[config.mk]
export PLATFORM = sky130hd
export DESIGN_NAME = mem_arbiter
export DESIGN_NICKNAME = d
export VERILOG_FILES = /design/src/rtl/mem_arbiter.sv
export SDC_FILE = /design/constraint.sdc
export NUM_CORES = 1
export LEC_CHECK = 0
export BUFFER_PORTS_ARGS = -buffer_cell sky130_fd_sc_hd__buf_2
export CORE_UTILIZATION = 25
export DETAILED_ROUTE_END_ITERATION = 7
export HOLD_SLACK_MARGIN = 0.06
export PLACE_DENSITY = 0.46
export SLEW_MARGIN = 40
export SYNTH_ARGS = -nofsm -noshare
export SYNTH_HDL_FRONTEND = slang
export SYNTH_SLANG_ARGS = --single-unit
export TNS_END_PERCENT = 50
[constraint.sdc]
create_clock -name clk_i -period 2.3 [get_ports clk_i]
set_input_delay 0.46 -clock clk_i [delete_from_list [all_inputs] [get_ports clk_i]]
set_output_delay 0.46 -clock clk_i [all_outputs]
set_load 0.05 [all_outputs]
[src/rtl/mem_arbiter.sv]
// mem_arbiter
// Shares one single-port unified instruction/data memory between the core's
// memory interface and a debug/loader port. Every access goes through
// IDLE -> ACCESS -> (WAIT -> RESP) and is granted round-robin. dbg_hold_i
// masks core requests at arbitration, so a debugger can lock the core out.
//
// Ports
//   clk_i, rst_ni                         clock (rising edge), async active-low reset
//   core_req_i/we_i/addr_i/wdata_i        core request, held until core_gnt_o
//   dbg_req_i/we_i/addr_i/wdata_i         debug request, held until dbg_gnt_o
//   dbg_hold_i                            1 = core requests ignored at arbitration
//   core_gnt_o, dbg_gnt_o                 one-cycle accept pulse (the memory cycle)
//   core_rvalid_o, dbg_rvalid_o           one-cycle read-data-valid pulse
//   core_rdata_o, dbg_rdata_o             read data, held until that port's next read
//   mem_en_o, mem_we_o, mem_addr_o,
//   mem_wdata_o, mem_rdata_i              single-port memory interface
//   busy_o                                arbiter is not IDLE
// All outputs are registered.
module mem_arbiter #(
  parameter int unsigned AW      = 32,
  parameter int unsigned DW      = 32,
  parameter int unsigned MEM_LAT = 1
) (
  input  logic          clk_i,
  input  logic          rst_ni,
  input  logic          core_req_i,
  input  logic          core_we_i,
  input  logic [AW-1:0] core_addr_i,
  input  logic [DW-1:0] core_wdata_i,
  input  logic          dbg_req_i,
  input  logic          dbg_we_i,
  input  logic [AW-1:0] dbg_addr_i,
  input  logic [DW-1:0] dbg_wdata_i,
  input  logic          dbg_hold_i,
  output logic          core_gnt_o,
  output logic          dbg_gnt_o,
  output logic          core_rvalid_o,
  output logic          dbg_rvalid_o,
  output logic [DW-1:0] core_rdata_o,
  output logic [DW-1:0] dbg_rdata_o,
  output logic          mem_en_o,
  output logic          mem_we_o,
  output logic [AW-1:0] mem_addr_o,
  output logic [DW-1:0] mem_wdata_o,
  input  logic [DW-1:0] mem_rdata_i,
  output logic          busy_o
);

  localparam int unsigned CNT_W = 3;

  localparam logic [1:0] ST_IDLE   = 2'd0;
  localparam logic [1:0] ST_ACCESS = 2'd1;
  localparam logic [1:0] ST_WAIT   = 2'd2;
  localparam logic [1:0] ST_RESP   = 2'd3;

  logic [1:0]       state_q, state_d;
  logic             last_dbg_q, last_dbg_d;   // 1 = debug port won the most recent grant
  logic             owner_q, owner_d;         // 1 = debug port owns the access in flight
  logic             we_q, we_d;
  logic [CNT_W-1:0] cnt_q, cnt_d;

  logic             core_gnt_q, core_gnt_d;
  logic             dbg_gnt_q, dbg_gnt_d;
  logic             core_rvalid_q, core_rvalid_d;
  logic             dbg_rvalid_q, dbg_rvalid_d;
  logic [DW-1:0]    core_rdata_q, core_rdata_d;
  logic [DW-1:0]    dbg_rdata_q, dbg_rdata_d;
  logic             mem_en_q, mem_en_d;
  logic             mem_we_q, mem_we_d;
  logic [AW-1:0]    mem_addr_q, mem_addr_d;
  logic [DW-1:0]    mem_wdata_q, mem_wdata_d;
  logic             busy_q, busy_d;

  logic             core_eff_c;
  logic             any_req_c;
  logic             grant_dbg_c;

  // Arbitration: debug wins when alone, or on a tie when the core was granted last.
  always_comb begin
    core_eff_c  = core_req_i & ~dbg_hold_i;
    any_req_c   = core_eff_c | dbg_req_i;
    grant_dbg_c = dbg_req_i & (~core_eff_c | ~last_dbg_q);
  end

  // Next-state and next-output logic. Outputs are computed for the state being
  // entered so that, once registered, they line up with that state's cycle.
  always_comb begin
    state_d       = state_q;
    last_dbg_d    = last_dbg_q;
    owner_d       = owner_q;
    we_d          = we_q;
    cnt_d         = cnt_q;
    core_gnt_d    = 1'b0;
    dbg_gnt_d     = 1'b0;
    core_rvalid_d = 1'b0;
    dbg_rvalid_d  = 1'b0;
    core_rdata_d  = core_rdata_q;
    dbg_rdata_d   = dbg_rdata_q;
    mem_en_d      = 1'b0;
    mem_we_d      = 1'b0;
    mem_addr_d    = mem_addr_q;
    mem_wdata_d   = mem_wdata_q;

    case (state_q)
      ST_IDLE, ST_RESP: begin
        if (any_req_c) begin
          state_d     = ST_ACCESS;
          last_dbg_d  = grant_dbg_c;
          owner_d     = grant_dbg_c;
          we_d        = grant_dbg_c ? dbg_we_i    : core_we_i;
          core_gnt_d  = ~grant_dbg_c;
          dbg_gnt_d   = grant_dbg_c;
          mem_en_d    = 1'b1;
          mem_we_d    = grant_dbg_c ? dbg_we_i    : core_we_i;
          mem_addr_d  = grant_dbg_c ? dbg_addr_i  : core_addr_i;
          mem_wdata_d = grant_dbg_c ? dbg_wdata_i : core_wdata_i;
        end else begin
          state_d = ST_IDLE;
        end
      end

      // Requests are not sampled here, so a req still high in the gnt cycle
      // cannot be granted twice.
      ST_ACCESS: begin
        if (we_q) begin
          state_d = ST_IDLE;
        end else begin
          state_d = ST_WAIT;
          cnt_d   = CNT_W'(MEM_LAT);
        end
      end

      // Capture read data on the last wait cycle; it is presented with rvalid in RESP.
      ST_WAIT: begin
        if (cnt_q <= CNT_W'(1)) begin
          state_d = ST_RESP;
          if (owner_q) begin
            dbg_rdata_d  = mem_rdata_i;
            dbg_rvalid_d = 1'b1;
          end else begin
            core_rdata_d  = mem_rdata_i;
            core_rvalid_d = 1'b1;
          end
        end else begin
          cnt_d = cnt_q - CNT_W'(1);
        end
      end

      default: state_d = ST_IDLE;
    endcase

    busy_d = (state_d != ST_IDLE);
  end

  // State and output registers. Reset sets last_dbg so the core wins the first tie.
  always_ff @(posedge clk_i or negedge rst_ni) begin
    if (!rst_ni) begin
      state_q       <= ST_IDLE;
      last_dbg_q    <= 1'b1;
      owner_q       <= 1'b0;
      we_q          <= 1'b0;
      cnt_q         <= '0;
      core_gnt_q    <= 1'b0;
      dbg_gnt_q     <= 1'b0;
      core_rvalid_q <= 1'b0;
      dbg_rvalid_q  <= 1'b0;
      core_rdata_q  <= '0;
      dbg_rdata_q   <= '0;
      mem_en_q      <= 1'b0;
      mem_we_q      <= 1'b0;
      mem_addr_q    <= '0;
      mem_wdata_q   <= '0;
      busy_q        <= 1'b0;
    end else begin
      state_q       <= state_d;
      last_dbg_q    <= last_dbg_d;
      owner_q       <= owner_d;
      we_q          <= we_d;
      cnt_q         <= cnt_d;
      core_gnt_q    <= core_gnt_d;
      dbg_gnt_q     <= dbg_gnt_d;
      core_rvalid_q <= core_rvalid_d;
      dbg_rvalid_q  <= dbg_rvalid_d;
      core_rdata_q  <= core_rdata_d;
      dbg_rdata_q   <= dbg_rdata_d;
      mem_en_q      <= mem_en_d;
      mem_we_q      <= mem_we_d;
      mem_addr_q    <= mem_addr_d;
      mem_wdata_q   <= mem_wdata_d;
      busy_q        <= busy_d;
    end
  end

  assign core_gnt_o    = core_gnt_q;
  assign dbg_gnt_o     = dbg_gnt_q;
  assign core_rvalid_o = core_rvalid_q;
  assign dbg_rvalid_o  = dbg_rvalid_q;
  assign core_rdata_o  = core_rdata_q;
  assign dbg_rdata_o   = dbg_rdata_q;
  assign mem_en_o      = mem_en_q;
  assign mem_we_o      = mem_we_q;
  assign mem_addr_o    = mem_addr_q;
  assign mem_wdata_o   = mem_wdata_q;
  assign busy_o        = busy_q;

endmodule
======== Word-level counts from Yosys, hierarchy flattened ========
Index checks and enable logic that the tools add are counted.
Widths: inputs -> output; s select.
word-level totals
  register bits after elaboration ......... 143
cells by class
  bitwise gates (word level) .............. 9
  magnitude comparators ................... 1
  equality and inequality tests ........... 5
  reductions and logical operators ........ 8
  add/subtract/negate cells ............... 1
  mux-type cells .......................... 24
operator list
  operator             count
  $mux 32              2
  $mux 1               16
  $reduce_and 3->1     3
  $mux 3               2
  $pmux 2 s3           1
  $pmux 3 s2           1
  $not 1->1            5
  $eq 2x2->1 const B   2
  $mux 2               2
  $ne 2x2->1 const B   2
  $reduce_bool 2->1    2
  $le 3x1->1 const B   1
  $sub 3x1->3 const B  1
  $and 1x1->1          2
  $eq 2x1->1 const B   1
  $logic_not 2->1      1
  $or 1x1->1           2
  $reduce_and 2->1     1
  $reduce_or 2->1      1

======== Logic depth before layout (Yosys ltp) ========
Gate-level depths: netlist of the first run.
  word-level depth ........................ 8
  mapped depth ............................ 8

======== Least setup slack after synthesis of the first run ========
No wires, ideal clock.
  kind .................................... reg2reg
  start point ............................. reg cnt_q[1]
  end point ............................... reg core_rdata_q[13], in the netlist core_rdata_o[13]
  setup slack ............................. 430 ps
  clock period less this slack ............ 1870 ps
  cell stages (with the launch flop) ...... 7
  arrival time ............................ 1745 ps
  required time ........................... 2175 ps
  path buffers ............................ 1
  library setup time ...................... 125 ps
  cells stage by stage .................... dfrtp_1 -> inv_1 -> ha_1 -> o21ba_4 -> nor4b_4 -> buf_6 -> mux2_4
between the ends
  longest elaborated chain between the ends .. 2
ends and longest elaborated chain
  what                               RTL line  RTL
  from (decl)                        60        logic [CNT_W-1:0] cnt_q, cnt_d;
  from (signal assigned)             179       cnt_q <= cnt_d;
  $le 3x1->1                         135       if (cnt_q <= CNT_W'(1)) begin
  $reduce_and 3->1 (no source line)  -
  to (signal assigned)               184       core_rdata_q <= core_rdata_d;
  to (decl)                          66        logic [DW-1:0] core_rdata_q, core_rdata_d;
No other way between the ends.
A chain may end at the register's enable or synchronous reset.

======== Worst setup path in the final report of the first run ========
  start point ............................. reg cnt_q[1]
  end point ............................... reg core_rdata_q[28], in the netlist core_rdata_o[28]
The elaborated chain is that of the path after synthesis.

==> results.cfg, run 1 <==
[floorplan]
rows = 56
die-area_um2 = 24500
coreArea_um2 = 23500
die_w_um = 157
boundaryPins = 302
start_util_pct = 25.5
die_h_um = 157

[placement]
place_inst = 1027
dp_slack_ps = 330
place.gp.congestion = 0.770
place_area_um2 = 7900
dp_hpwl_um = 13100
portBuffers = 301

[cts]
cts_max_level = 4
cts_buffers = 17
post_cts_buffers = 0
postCtsHoldBufs = 1
clock-sinks = 143
clk_pin_slew_ps = 70
cts_root_buf = clkbuf_16
clock_latency_ps = 410
tritoncts = yes
clk_path_buf_depth = 2
cts_resized = 0

[yosys]
synth.distinct_cells = 41
synth_nets = 604
async_flop_share_pct = 100
syn-instance-count = 433
ys_seq_area_share_pct = 59.9
synthFlopType = dfrtp_1
ys_seq_elements = 143
synth-edff-count = 0
syn_area_um2 = 5970
syn_area_per_cell_um2 = 13.8
yosys_warnings = 0

[pwr]
power_density_nw_per_um2 = 1820
peakVddDrop_mv = 0.741
power_frac_seq_pct = 28.3
internal-power_mw = 7.64
p_clk_share_pct = 17.0
p_comb_share_pct = 54.7
p_sw_mw = 7.78
power_switching_share_pct = 50.5
p_leak_nw = 4.39

[detailed_routing]
dr.pass1.iters = 4
wl_per_cell_um = 17.0
antenna_left = 0
drt-total-wl_um = 18000
drc = 0
vias = 4880
first_iter_violations = 146
via_per_inst = 4.60

[timing]
worstMarginPinSlew_ps = 571
rsz0062_at_grt = no
setup_slack_ps = 325
skew_ps = 12.2
finalCritPeriodShare_pct = 85.9
drv_slew = 0
setup_tns_ps = 0
hold_ws_ps = 268
period_needed_ps = 1970
hold_violations = 0
relSlewSlack_pct = 61.9
finalSetupViolCount = 0
fmax_mhz = 506

[critical_path]
crit_required_ps = 2590
arrival_ps = 2260
endpoint_kind = register
crit_slowest_cell = dfrtp_1
criticalPathCategory = register to register
critical_path.max_fanout = 33
crit_chain = inv_1, ha_1, o21ba_4, nor4b_4, buf_12, mux2_2
crit_path_start_kind = register
critPathMaxStageDelay_ps = 430

[grt]
grt_pass1_vias = 5162
antenna_found_initial = 3
grt_pass1_wl_um = 27800
globalRouteOverflowTotal = 0
grtUsageTotal_pct = 14.9
grt_max_degree = 64

[run]
cap_violations = 0

[hold_path]
hp-class = primary input to register

[cells_and_area]
fin_cells = 1061
nNetsFinal = 899
drive_gt1_share_pct = 55.7
final_area_um2 = 8460
syn_to_final_growth_pct = 41.7

[run_status]
status = complete, no violations
## layout make-up
type	count	area [µm²]
inverters	8	30.0
diodes	1	2.50
repair buffers	313	1690
fillers	2329	15000
clock buffers	18	429
flip-flops and latches	143	3580
multi-input cells	245	2210
well taps	319	399
clock inverters	14	124
## routing by layer
metal / share of wire, % / up-vias / track usage [%]
met4: 1.5 / 6 / 4.95
met1: 41 / 2377 / 16.9
met5: 0.22 / - / 0
met2: 47 / 224 / 25.5
met3: 9.6 / 19 / 5.62
li1: - / 2254 / -
## Yosys cell counts, types with 3 or more instances
library cell / n / share of area (%)
mux2_4: 10 / 2.5
nor3b_1: 3 / 0.38
nand2_1: 7 / 0.44
and2_1: 3 / 0.31
ha_1: 4 / 0.84
inv_1: 8 / 0.50
buf_2: 9 / 0.75
a21oi_1: 3 / 0.25
a221o_1: 62 / 10
dfrtp_1: 142 / 59
o21ai_0: 5 / 0.42
buf_6: 3 / 0.57
and3_1: 62 / 6.5
nand4_1: 3 / 0.31
mux2_2: 52 / 9.8
clkbuf_1: 24 / 1.5
nor2_1: 4 / 0.25
## per-stage QoR
stage | utilization [%] | total power [mW]
after floorplan | - | 10.7
after global placement | 33.6 | 12.8
after detailed placement | 33.6 | 12.9
after CTS | 36.0 | 15.6
after global routing | 36.0 | 16.2
final | 36.1 | 15.4
## registers in the layout, summed over array words and instances, names as in the netlist, 2 cells and up
signal        count
core_rdata_o     32
dbg_rdata_o      32
mem_addr_o       32
mem_wdata_o      32
cnt_q             3
state_q           2
## critical path, delay by kind of cell, from the launching register on
family	cells	cell delay, ps
fa+ha+maj	1	200
simple gates	1	270
buf+inv	2	380
compound gates	1	200
flops	1	430
mux	1	360
## cell families after synthesis
group | count (synthesis) | share of synthesized area (%)
muxes | 65 | 12.9
and+or+nand+nor | 91 | 9.70
adders and majority gates | 4 | 0.838
AOI/OAI and AO/OA | 85 | 13.3
DFF | 143 | 59.9
buffers and inverters | 45 | 3.39
## power groups by stage
stage	Clock (mW)	Combinational (mW)	Sequential [mW]
detailed placement	0	8.54	4.39
floorplan	0	2.39	8.30
finish	2.62	8.42	4.37
global placement	0	8.42	4.38
global route	2.82	8.89	4.52
CTS	2.72	8.51	4.38
## path summary, 6_finish.rpt
path                               endpoint  cells past startpoint        startpoint  slack (ps)
hold / removal              mem_wdata_o[17]                      2  core_wdata_i[17]         270
max in group asynchronous    mem_wdata_o[8]                      3            rst_ni        1100
setup reg to reg           core_rdata_o[28]                      6          cnt_q[1]         330
hold reg to reg             core_rdata_o[5]                      1   core_rdata_o[5]         490
min in group asynchronous  core_rdata_o[15]                      2            rst_ni         560
setup / recovery           core_rdata_o[28]                      6          cnt_q[1]         330
## placed cells by master (no fill, tap or decap), types with 3 or more instances in the layout
cell	netlist	layout
clkbuf_16	0	17
nor2_1	4	4
o21ai_0	5	5
clkinv_4	0	4
and3_1	62	62
dfrtp_1	142	142
buf_4	0	4
buf_2	9	300
a21oi_1	3	3
nand2_1	7	7
mux2_4	10	10
nor3b_1	3	3
nand4_1	3	3
buf_12	0	7
inv_8	0	3
a221o_1	62	62
inv_6	0	4
inv_1	8	8
mux2_2	52	52
ha_1	4	4
(Power assumes the default switching activity.)
==> inputs of run 2 (changes only) <==
--- a/config.mk
+++ b/config.mk
@@ -6,10 +6,11 @@
 export NUM_CORES = 1
 export LEC_CHECK = 0
 export BUFFER_PORTS_ARGS = -buffer_cell sky130_fd_sc_hd__buf_2
-export CORE_UTILIZATION = 25
+export CORE_AREA = 2 2 117 119
 export DETAILED_ROUTE_END_ITERATION = 7
+export DIE_AREA = 0 0 119 121
 export HOLD_SLACK_MARGIN = 0.06
-export PLACE_DENSITY = 0.46
+export PLACE_DENSITY = 0.77
 export SLEW_MARGIN = 40
 export SYNTH_ARGS = -nofsm -noshare
 export SYNTH_HDL_FRONTEND = slang
==> results.cfg, run 2 (same netlist as run 1, synthesis figures left out) <==
[cells_and_area]
syn_to_final_growth_pct = 39.5
drive_gt1_share_pct = 55.5
final_cell_mix = 300 x buf_2, 142 x dfrtp_1, 62 x and3_1, 62 x a221o_1, 52 x mux2_2
nNetsFinal = 899
antenna_cells = 0
layout_commonest_cell = buf_2
final_area_um2 = 8340

[cts]
post_cts_buffers = 0
clk_pin_slew_ps = 60
clock_latency_ps = 420
clk_path_buf_depth = 2
cts_resized = 0
tritoncts = yes
cts_buffers = 17
cts_root_buf = clkbuf_16
cts_max_level = 4
clock-sinks = 143

[critical_path]
critical_path.max_fanout = 33
crit_path_start_kind = register
crit_required_ps = 2590
endpoint_kind = register
arrival_ps = 2280
criticalPathCategory = register to register

[placement]
place.gp.congestion = 0.878
dp_hpwl_um = 12100
portBuffers = 301
place_area_um2 = 7720

[timing]
drv_slew = 0
finalSetupViolCount = 0
fmax_mhz = 502
period_needed_ps = 1990
setup_tns_ps = 0
worstMarginPinSlew_ps = 529
finalCritPeriodShare_pct = 86.6
relSlewSlack_pct = 64.7
hold_violations = 0
rsz0062_at_grt = no
skew_ps = 8.53

[pwr]
p_leak_nw = 4.41
peakVddDrop_mv = 1.05
power_mw = 15.6
power_density_nw_per_um2 = 1880

[grt]
antenna_found_initial = 0
globalRouteOverflowTotal = 0
grt_pass1_wl_um = 25700
grt_max_degree = 64
grt_pass1_vias = 4901
grtUsageTotal_pct = 23.2

[floorplan]
die_w_um = 119
die-area_um2 = 14400
rows = 42
start_util_pct = 45.7
die_h_um = 121
boundaryPins = 302
coreArea_um2 = 13100

[detailed_routing]
antenna_left = 0
dr.pass1.iters = 4
vias = 4906
via_per_inst = 5.36
wl_per_cell_um = 18.1
first_iter_violations = 269
drt-total-wl_um = 16600
drc = 0

[run]
cap_violations = 0

[hold_path]
hp-class = primary input to register

[run_status]
status = complete, no violations
run 2: cell count changes in the layout (fill, tap and decap cells not counted), sizes merged:
cell      previous run  this run
inv                 15         8
diode                1         0
clkbuf              18        19
bufinv               0         4
clkinvlp             2         3
clkinv               5         4
run 2: cell type report:
| class | instances | area (µm²) |
|---|---|---|
| Multi-Input combinational cell | 245 | 2200 |
| Inverter | 8 | 30.0 |
| Tap cell | 176 | 220 |
| Fill cell | 987 | 4750 |
| Clock inverter | 11 | 166 |
| Sequential cell | 143 | 3580 |
| Clock buffer | 19 | 443 |
| Timing Repair Buffer | 313 | 1690 |
run 2: routing by layer:
metal  part of all wire (%)  GRT usage, %  wire length (µm)
met2                     50          38.5              8310
met5                      0             0                 0
met3                    7.5          6.06              1230
met4                    3.3          11.5               546
met1                     39          28.1              6460
run 2: what timing repair did:
action                     in CTS  in global routing
hold buffers                    1                  0
hold endpoints to repair       53                  0
setup endpoints to repair       0                  0
run 2: report_power, final:
group | switching [mW] | leakage [nW] | internal, mW
clock network | 1.01 | 0.291 | 1.82
logic | 5.90 | 2.36 | 2.47
registers | 0.698 | 1.76 | 3.73
run 2: worst max-delay path, cell delays in order, from the launching register on:
cell and delay [ps]:
dfrtp_1 400, inv_1 70, ha_1 410, nand2_1 170
nor3_4 180, buf_12 230, mux2_2 380
run 2: worst paths after layout:
kind	start	end	slack, ps	cells after the start
setup / recovery	state_q[0]	dbg_rdata_o[24]	310	6
min in group asynchronous	rst_ni	core_rdata_o[13]	590	2
max in group asynchronous	rst_ni	last_dbg_q	1100	3
hold reg to reg	core_rdata_o[5]	core_rdata_o[5]	490	1
hold / removal	core_addr_i[6]	mem_addr_o[6]	270	2
setup reg to reg	state_q[0]	dbg_rdata_o[24]	310	6
run 2: stage by stage:
stage	setup slack (ps)	hold slack [ps]	instances	util [%]
2_1_floorplan	430	164	433	-
3_3_place_gp	415	453	884	59.0
3_5_place_dp	341	463	884	59.0
4_1_cts	331	249	915	63.7
5_1_grt	217	250	915	63.7
6_report	309	266	915	63.7
==> inputs of run 3 (changes only) <==
--- a/config.mk
+++ b/config.mk
@@ -6,11 +6,11 @@
 export NUM_CORES = 1
 export LEC_CHECK = 0
 export BUFFER_PORTS_ARGS = -buffer_cell sky130_fd_sc_hd__buf_2
-export CORE_AREA = 2 2 117 119
+export CORE_UTILIZATION = 40
 export DETAILED_ROUTE_END_ITERATION = 7
-export DIE_AREA = 0 0 119 121
 export HOLD_SLACK_MARGIN = 0.06
-export PLACE_DENSITY = 0.77
+export MAX_ROUTING_LAYER = met4
+export PLACE_DENSITY = 0.69
 export SLEW_MARGIN = 40
 export SYNTH_ARGS = -nofsm -noshare
 export SYNTH_HDL_FRONTEND = slang
==> constraint.sdc (replaced) <==
create_clock -name clk_i -period 2.4 [get_ports clk_i]
set_input_delay 0.48 -clock clk_i [delete_from_list [all_inputs] [get_ports clk_i]]
set_output_delay 0.48 -clock clk_i [all_outputs]
set_load 0.05 [all_outputs]
==> results.cfg, run 3 (same netlist as run 1, synthesis figures left out) <==
[run_status]
status = complete, no violations

[critical_path]
crit_slowest_cell = dfrtp_1
crit_required_ps = 2690
endpoint_kind = register
path_delay_family = flip-flops
arrival_ps = 2270
criticalPathCategory = register to register
crit_path_start_kind = register
critPathMaxStageDelay_ps = 400
crit_chain = inv_1, ha_1, nor4b_4, buf_12, mux2_2
critical_path.max_fanout = 33
path_buf_inv = 2

[timing]
period_needed_ps = 1980
rsz0062_at_grt = no
skew_ps = 7.68
drv_slew = 0
relSlewSlack_pct = 58.0
fmax_mhz = 505
hold_violations = 0
finalSetupViolCount = 0
worstMarginPinSlew_ps = 630
finalCritPeriodShare_pct = 82.5
setup_tns_ps = 0

[pwr]
power_switching_share_pct = 49.2
power_frac_seq_pct = 28.2
p_clk_share_pct = 17.6
internal-power_mw = 7.53
peakVddDrop_mv = 0.959
power_mw = 14.8
power_density_nw_per_um2 = 1780
p_comb_share_pct = 54.2
p_sw_mw = 7.28
p_leak_nw = 4.39

[detailed_routing]
drt-total-wl_um = 16900
wl_per_cell_um = 18.3
dr.pass1.iters = 4
via_per_inst = 5.27
drc = 0
antenna_left = 0
first_iter_violations = 205
vias = 4880

[cells_and_area]
nNetsFinal = 897
final_cell_mix = 300 x buf_2, 142 x dfrtp_1, 62 x and3_1, 62 x a221o_1, 52 x mux2_2
layout_commonest_cell = buf_2
syn_to_final_growth_pct = 39.1
drive_gt1_share_pct = 55.5
final_area_um2 = 8310
fin_cells = 926

[floorplan]
die-area_um2 = 15400
start_util_pct = 41.1
rows = 44
coreArea_um2 = 14500
die_h_um = 124
boundaryPins = 302
die_w_um = 124

[grt]
grtUsageTotal_pct = 23.2
globalRouteOverflowTotal = 0
grt_pass1_wl_um = 27100
grt_max_degree = 84
antenna_found_initial = 3
grt_pass1_vias = 5011

[cts]
clock_latency_ps = 410
clk_path_buf_depth = 2
clock-sinks = 143
cts_root_buf = clkbuf_16
clk_pin_slew_ps = 60
cts_buffers = 17
cts_resized = 0
cts_max_level = 4
tritoncts = yes

[placement]
portBuffers = 301
place.gp.congestion = 0.812
place_area_um2 = 7700
dp_hpwl_um = 12300
place_inst = 890

[hold_path]
hp-class = primary input to register

[run]
cap_violations = 0
-- run 3: per-stage QoR --
step / hold WS (ps) / setup WS, ps / utilization (%)
2_1_floorplan: 184 / 530 / -
3_3_place_gp: 265 / 470 / 53.0
3_5_place_dp: 265 / 433 / 53.0
4_1_cts: 273 / 427 / 57.1
5_1_grt: 274 / 284 / 57.2
6_report: 294 / 421 / 57.2
-- run 3: power by group through the flow --
stage,sequential [mW],combinational [mW],clock [mW]
finish,4.18,8.02,2.61
global route,4.33,8.39,2.79
CTS,4.19,8.08,2.66
detailed placement,4.21,8.07,0
global placement,4.16,7.97,0
floorplan,7.96,2.29,0
-- run 3: layout make-up --
class | instances | area (µm²)
well taps | 184 | 230
fillers | 1227 | 6230
repair buffers | 311 | 1670
inverters | 8 | 30.0
clock buffers | 21 | 460
diodes | 3 | 7.51
flip-flops and latches | 143 | 3580
multi-input cells | 245 | 2210
clock inverters | 11 | 129
-- run 3: path summary, 6_finish.rpt --
path	to	startpoint	cells after the start	slack (ps)
worst min-delay path	mem_addr_o[21]	core_addr_i[21]	2	290
min in group asynchronous	dbg_rdata_o[28]	rst_ni	2	420
max in group asynchronous	mem_wdata_o[17]	rst_ni	3	1360
worst max-delay path	core_rdata_o[3]	state_q[0]	5	420
worst min register to register	dbg_rdata_o[22]	dbg_rdata_o[22]	1	490
worst max register to register	core_rdata_o[3]	state_q[0]	5	420
-- run 3: repair_timing --
action	in CTS	in global routing
endpoints found under the hold margin	15	0
hold buffers	1	0
setup buffers	0	0
-- run 3: metal layers --
layer  track usage [%]  routed length [µm]  vias up
met4              7.16                 242        0
li1                  -                   -     2250
met1              27.9                7020     2371
met2              37.7                8430      238
met5                 -                   0        -
met3              6.47                1220       21
